--- config.mk ---
export PLATFORM = sky130hd
export DESIGN_NAME = mem_access_stage_flat
export DESIGN_NICKNAME = d
export VERILOG_FILES = /design/src/rtl/mem_access_stage_pkg.sv /design/src/rtl/mem_access_stage_if.sv /design/src/rtl/mem_access_stage_addr_check.sv /design/src/rtl/mem_access_stage.sv /design/src/flat_wrapper.sv
export SDC_FILE = /design/constraint.sdc
export NUM_CORES = 1
export LEC_CHECK = 0
export CORE_ASPECT_RATIO = 1.4
export CORE_MARGIN = 2
export CORE_UTILIZATION = 42
export CTS_BUF_LIST = sky130_fd_sc_hd__clkbuf_8
export DETAILED_ROUTE_END_ITERATION = 7
export PLACE_DENSITY = 0.79
export SLEW_MARGIN = 40
export SYNTH_ARGS = -nofsm -noshare
export SYNTH_HDL_FRONTEND = slang
export SYNTH_SLANG_ARGS = --single-unit
export TNS_END_PERCENT = 20
--- constraint.sdc ---
create_clock -name clock -period 3.8 [get_ports clock]
set_clock_uncertainty 0.2 [all_clocks]
set_input_delay 0.76 -clock clock [delete_from_list [all_inputs] [get_ports clock]]
set_output_delay 0.76 -clock clock [all_outputs]
set_load 0.02 [all_outputs]
--- src/rtl/mem_access_stage_pkg.sv ---
// Shared definitions for the memory-access stage: uop codes, fault codes, FSM states.
// Also used by the address checker, which a future fetch stage will reuse.
package mem_access_stage_pkg;

  localparam int DEF_OFFSET_W = 12;
  localparam int DEF_IDX_W    = 5;

  localparam logic [4:0] UOP_NOP = 5'd0;
  localparam logic [4:0] UOP_LDR = 5'd1;
  localparam logic [4:0] UOP_STR = 5'd2;

  typedef enum logic [1:0] {
    FLT_NONE     = 2'd0,
    FLT_MISALIGN = 2'd1,
    FLT_RANGE    = 2'd2
  } fault_t;

  typedef enum logic [1:0] {
    ST_IDLE    = 2'd0,
    ST_ACCESS  = 2'd1,
    ST_CAPTURE = 2'd2,
    ST_RESP    = 2'd3
  } mem_state_t;

  function automatic logic is_mem_uop(input logic [4:0] uop);
    return (uop == UOP_LDR) || (uop == UOP_STR);
  endfunction

endpackage

--- src/rtl/mem_access_stage_if.sv ---
// Bus bundle around the memory-access stage: execute request, writeback response, data cache.
// master = the stage itself; slave = its surroundings (execute, writeback, cache).
interface mem_access_stage_if #(
  parameter int OFFSET_W = 12,
  parameter int IDX_W    = 5
);

  logic                req_valid;
  logic                req_ready;
  logic [4:0]          req_uop;
  logic [31:0]         req_base;
  logic [OFFSET_W-1:0] req_offset;
  logic [31:0]         req_store_data;
  logic [3:0]          req_rd;
  logic                req_wb_en;

  logic                resp_valid;
  logic                resp_ready;
  logic [31:0]         resp_data;
  logic [3:0]          resp_rd;
  logic                resp_we;
  logic [1:0]          resp_fault;

  logic [IDX_W-1:0]    dc_addr;
  logic [31:0]         dc_data_in;
  logic [4:0]          dc_uop;
  logic [31:0]         dc_data_out;

  modport master (
    input  req_valid, req_uop, req_base, req_offset, req_store_data, req_rd, req_wb_en,
    output req_ready,
    output resp_valid, resp_data, resp_rd, resp_we, resp_fault,
    input  resp_ready,
    output dc_addr, dc_data_in, dc_uop,
    input  dc_data_out
  );

  modport slave (
    output req_valid, req_uop, req_base, req_offset, req_store_data, req_rd, req_wb_en,
    input  req_ready,
    input  resp_valid, resp_data, resp_rd, resp_we, resp_fault,
    output resp_ready,
    input  dc_addr, dc_data_in, dc_uop,
    output dc_data_out
  );

endinterface

--- src/rtl/mem_access_stage_addr_check.sv ---
// Effective-address adder with word-index slice and alignment/range fault decode.
// Purely combinational so an instruction-fetch stage can share it.
module mem_addr_check
  import mem_access_stage_pkg::*;
#(
  parameter int OFFSET_W = DEF_OFFSET_W,
  parameter int IDX_W    = DEF_IDX_W
) (
  input  logic [31:0]         base,
  input  logic [OFFSET_W-1:0] offset,
  output logic [IDX_W-1:0]    idx,
  output fault_t              fault
);

  logic [31:0] ea;

  assign ea  = base + {{(32-OFFSET_W){offset[OFFSET_W-1]}}, offset};
  assign idx = ea[IDX_W+1:2];

  // Misalignment wins over range when both apply.
  always_comb begin
    fault = FLT_NONE;
    if (ea[1:0] != 2'b00) begin
      fault = FLT_MISALIGN;
    end else if (ea[31:IDX_W+2] != '0) begin
      fault = FLT_RANGE;
    end
  end

endmodule

--- src/rtl/mem_access_stage.sv ---
// Memory-access pipeline stage: one record in flight, drives the data cache for LDR/STR,
// passes non-memory results through and presents a writeback record with fault status.
module mem_access_stage
  import mem_access_stage_pkg::*;
#(
  parameter int OFFSET_W = DEF_OFFSET_W,
  parameter int IDX_W    = DEF_IDX_W
) (
  input  logic              clock,
  input  logic              reset,
  mem_access_stage_if.master bus
);

  // state   | meaning
  // IDLE    | empty, ready for a record
  // ACCESS  | cache op driven (store commits on the falling edge)
  // CAPTURE | cache read data valid on dc_data_out
  // RESP    | writeback record presented, held until resp_ready

  mem_state_t       state;
  mem_state_t       state_nxt;
  logic             ready;
  logic             accept;
  logic             req_is_mem;
  logic [IDX_W-1:0] idx;
  fault_t           fault;

  logic [4:0]       uop_q;
  logic [IDX_W-1:0] addr_q;
  logic [31:0]      sdata_q;
  logic [31:0]      data_q;
  logic [3:0]       rd_q;
  logic             we_q;
  fault_t           fault_q;

  mem_addr_check #(
    .OFFSET_W (OFFSET_W),
    .IDX_W    (IDX_W)
  ) u_addr_check (
    .base   (bus.req_base),
    .offset (bus.req_offset),
    .idx    (idx),
    .fault  (fault)
  );

  assign req_is_mem = is_mem_uop(bus.req_uop);

  always_comb begin
    state_nxt = state;
    ready     = 1'b0;
    case (state)
      ST_IDLE: begin
        ready = 1'b1;
      end
      ST_ACCESS: begin
        state_nxt = (uop_q == UOP_LDR) ? ST_CAPTURE : ST_RESP;
      end
      ST_CAPTURE: begin
        state_nxt = ST_RESP;
      end
      ST_RESP: begin
        ready = bus.resp_ready;
        if (bus.resp_ready) begin
          state_nxt = ST_IDLE;
        end
      end
      default: begin
        state_nxt = ST_IDLE;
      end
    endcase
    accept = ready & bus.req_valid;
    if (accept) begin
      state_nxt = (req_is_mem && (fault == FLT_NONE)) ? ST_ACCESS : ST_RESP;
    end
  end

  always_ff @(posedge clock) begin
    if (reset) begin
      state   <= ST_IDLE;
      uop_q   <= UOP_NOP;
      addr_q  <= '0;
      sdata_q <= '0;
      data_q  <= '0;
      rd_q    <= '0;
      we_q    <= 1'b0;
      fault_q <= FLT_NONE;
    end else begin
      state <= state_nxt;
      if (accept) begin
        uop_q   <= bus.req_uop;
        addr_q  <= idx;
        sdata_q <= bus.req_store_data;
        rd_q    <= bus.req_rd;
        if (req_is_mem) begin
          data_q  <= '0;
          we_q    <= 1'b0;
          fault_q <= fault;
        end else begin
          data_q  <= bus.req_base;
          we_q    <= bus.req_wb_en;
          fault_q <= FLT_NONE;
        end
      end else if (state == ST_CAPTURE) begin
        // Read data is only valid for this one cycle; the cache zeroes it afterwards.
        data_q <= bus.dc_data_out;
        we_q   <= 1'b1;
      end
    end
  end

  assign bus.req_ready  = ready;
  assign bus.resp_valid = (state == ST_RESP);
  assign bus.resp_data  = data_q;
  assign bus.resp_rd    = rd_q;
  assign bus.resp_we    = we_q;
  assign bus.resp_fault = fault_q;

  // Reset gates the cache op so no falling-edge store can slip through a reset cycle.
  assign bus.dc_uop     = (!reset && (state == ST_ACCESS)) ? uop_q : UOP_NOP;
  assign bus.dc_addr    = addr_q;
  assign bus.dc_data_in = sdata_q;

endmodule

--- src/flat_wrapper.sv ---
// flat-port wrapper written by rule: the top's interface ports become plain ports
module mem_access_stage_flat import mem_access_stage_pkg::*;
#(
  parameter int OFFSET_W = DEF_OFFSET_W,
  parameter int IDX_W    = DEF_IDX_W
)
  (clock, reset, bus_req_valid, bus_req_uop, bus_req_base, bus_req_offset, bus_req_store_data, bus_req_rd, bus_req_wb_en, bus_req_ready, bus_resp_valid, bus_resp_data, bus_resp_rd, bus_resp_we, bus_resp_fault, bus_resp_ready, bus_dc_addr, bus_dc_data_in, bus_dc_uop, bus_dc_data_out);
  mem_access_stage_if #(.OFFSET_W(OFFSET_W), .IDX_W(IDX_W)) bus_i ();
  input  logic clock;
  input  logic reset;
  input wire logic [$bits(bus_i.req_valid)-1:0] bus_req_valid;
  input wire logic [$bits(bus_i.req_uop)-1:0] bus_req_uop;
  input wire logic [$bits(bus_i.req_base)-1:0] bus_req_base;
  input wire logic [$bits(bus_i.req_offset)-1:0] bus_req_offset;
  input wire logic [$bits(bus_i.req_store_data)-1:0] bus_req_store_data;
  input wire logic [$bits(bus_i.req_rd)-1:0] bus_req_rd;
  input wire logic [$bits(bus_i.req_wb_en)-1:0] bus_req_wb_en;
  output wire logic [$bits(bus_i.req_ready)-1:0] bus_req_ready;
  output wire logic [$bits(bus_i.resp_valid)-1:0] bus_resp_valid;
  output wire logic [$bits(bus_i.resp_data)-1:0] bus_resp_data;
  output wire logic [$bits(bus_i.resp_rd)-1:0] bus_resp_rd;
  output wire logic [$bits(bus_i.resp_we)-1:0] bus_resp_we;
  output wire logic [$bits(bus_i.resp_fault)-1:0] bus_resp_fault;
  input wire logic [$bits(bus_i.resp_ready)-1:0] bus_resp_ready;
  output wire logic [$bits(bus_i.dc_addr)-1:0] bus_dc_addr;
  output wire logic [$bits(bus_i.dc_data_in)-1:0] bus_dc_data_in;
  output wire logic [$bits(bus_i.dc_uop)-1:0] bus_dc_uop;
  input wire logic [$bits(bus_i.dc_data_out)-1:0] bus_dc_data_out;
  assign bus_i.req_valid = bus_req_valid;
  assign bus_i.req_uop = bus_req_uop;
  assign bus_i.req_base = bus_req_base;
  assign bus_i.req_offset = bus_req_offset;
  assign bus_i.req_store_data = bus_req_store_data;
  assign bus_i.req_rd = bus_req_rd;
  assign bus_i.req_wb_en = bus_req_wb_en;
  assign bus_req_ready = bus_i.req_ready;
  assign bus_resp_valid = bus_i.resp_valid;
  assign bus_resp_data = bus_i.resp_data;
  assign bus_resp_rd = bus_i.resp_rd;
  assign bus_resp_we = bus_i.resp_we;
  assign bus_resp_fault = bus_i.resp_fault;
  assign bus_i.resp_ready = bus_resp_ready;
  assign bus_dc_addr = bus_i.dc_addr;
  assign bus_dc_data_in = bus_i.dc_data_in;
  assign bus_dc_uop = bus_i.dc_uop;
  assign bus_i.dc_data_out = bus_dc_data_out;
  mem_access_stage #(.OFFSET_W(OFFSET_W), .IDX_W(IDX_W)) u_core (.clock(clock), .reset(reset), .bus(bus_i));
endmodule
* After elaboration in Yosys (flattened, before gate mapping) *
Index checks and enable logic that the tools add are counted.

storage, ports and cells
  logic and storage cells = 44
  output and inout port bits = 83
  bits in registers = 83
  input port bits = 122

cells by class
  add/subtract/negate cells = 1
  reduce and logical (&&, ||, !) cells = 11
  bitwise operators = 1
  equal/unequal tests = 7
  mux-type cells = 16

operator list
  cell                                                                   count
  32-bit 2-to-1 mux                                                      3
  32-bit adder                                                           1
  25-bit nonzero test                                                    1
  2-bit 2-to-1 mux                                                       6
  5-bit by 1-bit equality test with 1-bit output, second input constant  2
  2-bit one-hot mux with 3 select lines                                  1
  5-bit by 2-bit equality test with 1-bit output, second input constant  1
  5-bit 2-to-1 mux                                                       1
  2-bit equality test, second input constant                             2
  2-bit logical NOT                                                      2
  1-bit 2-to-1 mux                                                       4
  2-bit nonzero test                                                     2
  4-bit nonzero test                                                     1
  3-bit by 1-bit != test with 1-bit output, second input constant        1
  2-bit by 1-bit equality test with 1-bit output, second input constant  1
  1-bit logical AND                                                      2
  1-bit one-hot mux with 2 select lines                                  1
  2-bit AND reduction                                                    1
  1-bit AND                                                              1
  1-bit logical NOT                                                      1
  1-bit logical OR                                                       1

* Longest topological paths before layout *
  depth in word-level cells = 8
  mapped depth = 12
  mapped depth without buffers = 11

* Modules after synthesis *
From an unflattened synthesis, not the netlist that was laid out.

unflattened totals
  cell total of the unflattened synthesis = 718
  area total of the unflattened synthesis = 5,657.9 um2

modules (own cells, without submodules)
  module            cells an instance  instances  area each (um2)
  mem_access_stage  445                1          3,773.6
  mem_addr_check    273                1          1,884.3

* Worst setup path before layout *
No wires, ideal clock.

  path kind = input -> register
  from = input bus_req_offset[0]
  to = register u_core.state[1]
  cell stages on the path = 11
  library setup time = 138 ps
  setup slack = -309 ps
  arrival time = 3,772 ps
  required time = 3,462 ps
  path through = ha_1 > fa_1 > a21o_1 > a221oi_2 > o21bai_1 > or3_1 > a32o_1 > nor4_1 > or4b_1 > nor4_2 > a221oi_1

between the ends
  cells in the longest elaborated chain, start to end = 8
  elaborated cells on any way between the ends = 9
  those cells by class = add/sub (1); mux (4); reduce/logical (4)

RTL lines
  element                RTL line                           RTL
  from (decl)            flat_wrapper.sv:14                 input wire logic [$bits(bus_i.req_offset)-1:0] bus_req_offset;
  32-bit adder (*)       mem_access_stage_addr_check.sv:17  assign ea = base + {{(32-OFFSET_W){offset[OFFSET_W-1]}}, offset};
  25-bit nonzero test    mem_access_stage_addr_check.sv:25  end else if (ea[31:IDX_W+2] != '0) begin
  2-bit 2-to-1 mux       mem_access_stage_addr_check.sv:25
  2-bit 2-to-1 mux (*)   mem_access_stage_addr_check.sv:23  if (ea[1:0] != 2'b00) begin
  2-bit logical NOT (*)  mem_access_stage.sv:73             state_nxt = (req_is_mem && (fault == FLT_NONE)) ? ST_ACCESS : ST_RESP;
  1-bit logical AND (*)  mem_access_stage.sv:73
  2-bit 2-to-1 mux (*)   mem_access_stage.sv:73
  2-bit 2-to-1 mux (*)   mem_access_stage.sv:72             if (accept) begin
  to (signal assigned)   mem_access_stage.sv:88             state <= state_nxt;
  to (decl)              mem_access_stage.sv:20             mem_state_t state;

Every way passes the cells marked *; elsewhere a longest branch is shown, timed or not.
A chain may end at the register's enable or synchronous reset.

* Final worst setup path *
  from = input bus_req_base[21]
  to = register u_core.state[1]

between the ends
  cells in the longest elaborated chain, start to end = 8

RTL lines
  element              RTL line                           RTL
  from (decl)          flat_wrapper.sv:13                 input wire logic [$bits(bus_i.req_base)-1:0] bus_req_base;
  32-bit adder         mem_access_stage_addr_check.sv:17
  25-bit nonzero test  mem_access_stage_addr_check.sv:25
  2-bit 2-to-1 mux     mem_access_stage_addr_check.sv:25
  2-bit 2-to-1 mux     mem_access_stage_addr_check.sv:23
  2-bit logical NOT    mem_access_stage.sv:73
  1-bit logical AND    mem_access_stage.sv:73
  2-bit 2-to-1 mux     mem_access_stage.sv:73
  2-bit 2-to-1 mux     mem_access_stage.sv:72

Every way passes these cells.

==> results <==
[placed cells by master, fill, tap and decap left out, types with 3 or more instances in the layout]
cell type and count:
a211oi_1 9, a21o_1 9, a21oi_1 86, a21oi_4 3
a31oi_1 32, and2_1 8, and3_1 5, buf_12 5
buf_4 139, clkbuf_8 9, clkdlybuf4s50_1 200, dfxtp_1 83
dlygate4sd2_1 3, ha_1 26, ha_4 8, inv_1 11
mux2i_1 37, nand2_1 125, nand2b_1 3, nand3_1 16
nand4_1 8, nor2_1 94, nor3_1 13, nor4_1 3
o211ai_1 8, o21ai_0 18, o21ai_1 3, o21bai_1 4
o22ai_1 3, o31ai_1 4, or3_1 5, or4_1 5
xnor2_1 7, xor2_1 5
[cell usage after synthesis, types with 3 or more instances]
library cell,number,area (sq um)
a211oi_1,9,67.6
a21o_1,9,67.6
a21oi_1,90,450
a31oi_1,32,200
and2_1,9,56.3
and3_1,5,31.3
clkbuf_1,46,173
dfxtp_1,83,1660
ha_1,36,450
inv_1,9,33.8
mux2i_1,37,370
nand2_1,127,477
nand2b_1,3,18.8
nand3_1,17,85.1
nand4_1,8,50.1
nor2_1,94,353
nor3_1,13,65.1
nor4_1,3,18.8
o211ai_1,8,60.1
o21ai_0,21,105
o21bai_1,4,30.0
o22ai_1,3,18.8
o31ai_1,4,30.0
o32ai_1,3,26.3
or3_1,5,31.3
or4_1,5,37.5
xnor2_1,7,61.3
xor2_1,5,43.8
[repair_timing]
item | CTS | global route
setup endpoints to repair | 2 | 2
pin swaps | 9 | 3
setup buffers | 4 | 0
gates resized for setup | 13 | 8
[worst max path at each step]
stage,slack [ps],to,cells after the start,startpoint
4_1_cts,-300,u_core.state[1],10,bus_req_base[28]
3_5_place_dp,-830,u_core.state[1],11,bus_req_offset[11]
2_1_floorplan,-60,u_core.state[1],11,bus_req_offset[0]
6_report,-240,u_core.state[1],10,bus_req_base[21]
3_3_place_gp,-760,u_core.state[1],11,bus_req_offset[11]
5_1_grt,-340,u_core.bus.resp_fault[1],11,bus_req_offset[1]
[report_power, final]
part	internal [W]	total (W)	switching (W)	leakage, nW
Sequential	0.00111	0.00123	0.000125	0.678
Clock	0.000303	0.000660	0.000357	0.0984
Combinational	0.00120	0.00255	0.00135	2.87
Total	0.00261	0.00444	0.00183	3.64
[state kept, by name, summed over array words and instances (netlist names)]
name,flops
u_core.bus.dc_data_in,32
u_core.bus.resp_data,32
u_core.bus.dc_addr,5
u_core.uop_q,5
u_core.bus.resp_rd,4
u_core.bus.resp_fault,2
u_core.state,2
u_core.bus.resp_we,1
[critical path: stages]
cell and delay (ps):
clkdlybuf4s50_1 550, ha_4 250, a21oi_4 210, o32ai_2 100, or4_1 480, or4_1 390, or4_1 410, or4b_4 540
nor4_4 270, a221oi_2 100
[metal layers]
layer	track usage	wire (um)
met1	0.300	7770
met4	0.118	681
met5	0	0
met3	0.0313	850
met2	0.519	10400
[stage by stage]
step	util	area (sq um)
final	0.708	9030
after global routing	0.708	9030
after floorplan	-	5580
after detailed placement	0.682	8690
after CTS	0.705	8990
after global placement	0.682	8690
[kinds of logic (layout without fill, tap and decap cells)]
family | Yosys count | in the layout | synth area share
compound gates | 202 | 202 | 0.226
xor+xnor | 12 | 12 | 0.0193
fa+ha+maj | 37 | 37 | 0.0863
buf+inv | 59 | 374 | 0.0422
flops | 83 | 83 | 0.305
mux | 39 | 39 | 0.0721
simple gates | 305 | 305 | 0.249
[final cells by class]
type,instances,area (sq um),share of cell area
tap,153,191,0.0212
inverter,9,33.8,0.00374
sequential,83,1660,0.184
clock buffer,9,124,0.0137
timing repair buffer,349,3190,0.353
multi-input combinational,595,3760,0.417
clock inverter,7,70.1,0.00776
==> reports/qor.txt <==
Outcome: finished with violations
Failing checks: setup timing
CTS tree: built
Post-route ant nets: 0
Number of port buffers: 204
Post-detail-place hpwl: 15.0 mm
Power, Total: 0.00444 W
Setup Crit Path Kind: in2reg
Core Box Area: 12800 sq um
Drt first pass iters: 5
Synth Instances: 737
Fraction of registers with async set or reset after synthesis: 0
Via count: 6549
Final hold vios: 0
Number of global-route vias before repair: 6345
Hold_buf cts: 0
First-pass GRT wire length: 30.6 mm
Max_slew headroom: 0.559
Seq cells post-synth: 83
CP Capture Type: register
Hold_sp: u_core.bus.dc_data_in[9]
DP Cell Count: 1185
Routed len/inst: 16.4 um
DP Worst Slack: -827 ps
Total CTS buffers: 9
Cell Pwr Density: 492 nW/um^2
Reg2Reg Depth: 8
Fin nets: 1206
Yosys warnings: 0
Die Ht: 139 um
Global placement routability congestion: 0.955
Max-cap violations: 0
Post-Syn Area: 5450 sq um
Largest net degree at the start of global routing: 85
Syn Nets: 896
Fmax: 247 MHz
Count of final setup violators: 2
R2r setup slk: 1410 ps
DRC: 0
Layout cells sized above 1: 0.186
Clock Tree Root: clkbuf_8
Worst Setup Slack, final: -245 ps
Via/cell ratio: 5.43
Min-delay worst type: reg2reg
Clock sinks: 83
1st-iter DRT viols: 266
Row cnt: 49
Prevailing post-synth register cell: dfxtp_1
Sequential area share after synthesis: 0.305
CTS clk-pin slew, worst paths: 90 ps
Die area: 13900 sq um
RSZ-0062 raised after global routing: true
Worst-path fanout max: 5
Worst skew pair latency: 370 ps
Period utilization: 1.06
Fin cells: 1205
Max-slew violation count: 0
Reg2reg start: u_core.state[1]
Min-Delay Endpoint: u_core.bus.dc_data_in[9]
R2R Path End: u_core.bus.resp_data[7]
Post-Syn Area per Cell: 7.40 sq um
Worst slew pin tran: 661 ps
Post-synth cell types: 59
Startpoint types: input pin
Fin crit period: 4040 ps
Tot GR Track Use: 0.274
Hold Worst Slack: 256 ps
Antenna cells: 0
Final TNS setup: -484 ps
Ports: 205
Data required, critical path: 3820 ps
Peak supply drop: 278 uV
Initial antenna violation count: 0
Leak: 3.64 nW
Die width: 100 um
Clock tree buffer depth: 2
Starting Density: 0.428
Filler cells: 1038
WHS Path Cells: 2
DRT Wirelength: 19.7 mm
Total grt overflow: 0
Syn-to-layout area delta: 65.6%
Max H-tree Level: 3
Number of flops mapped to enable cells by yosys: 0
Crit path DAT: 4060 ps
Note: power is estimated with default switching activity, not from simulation.
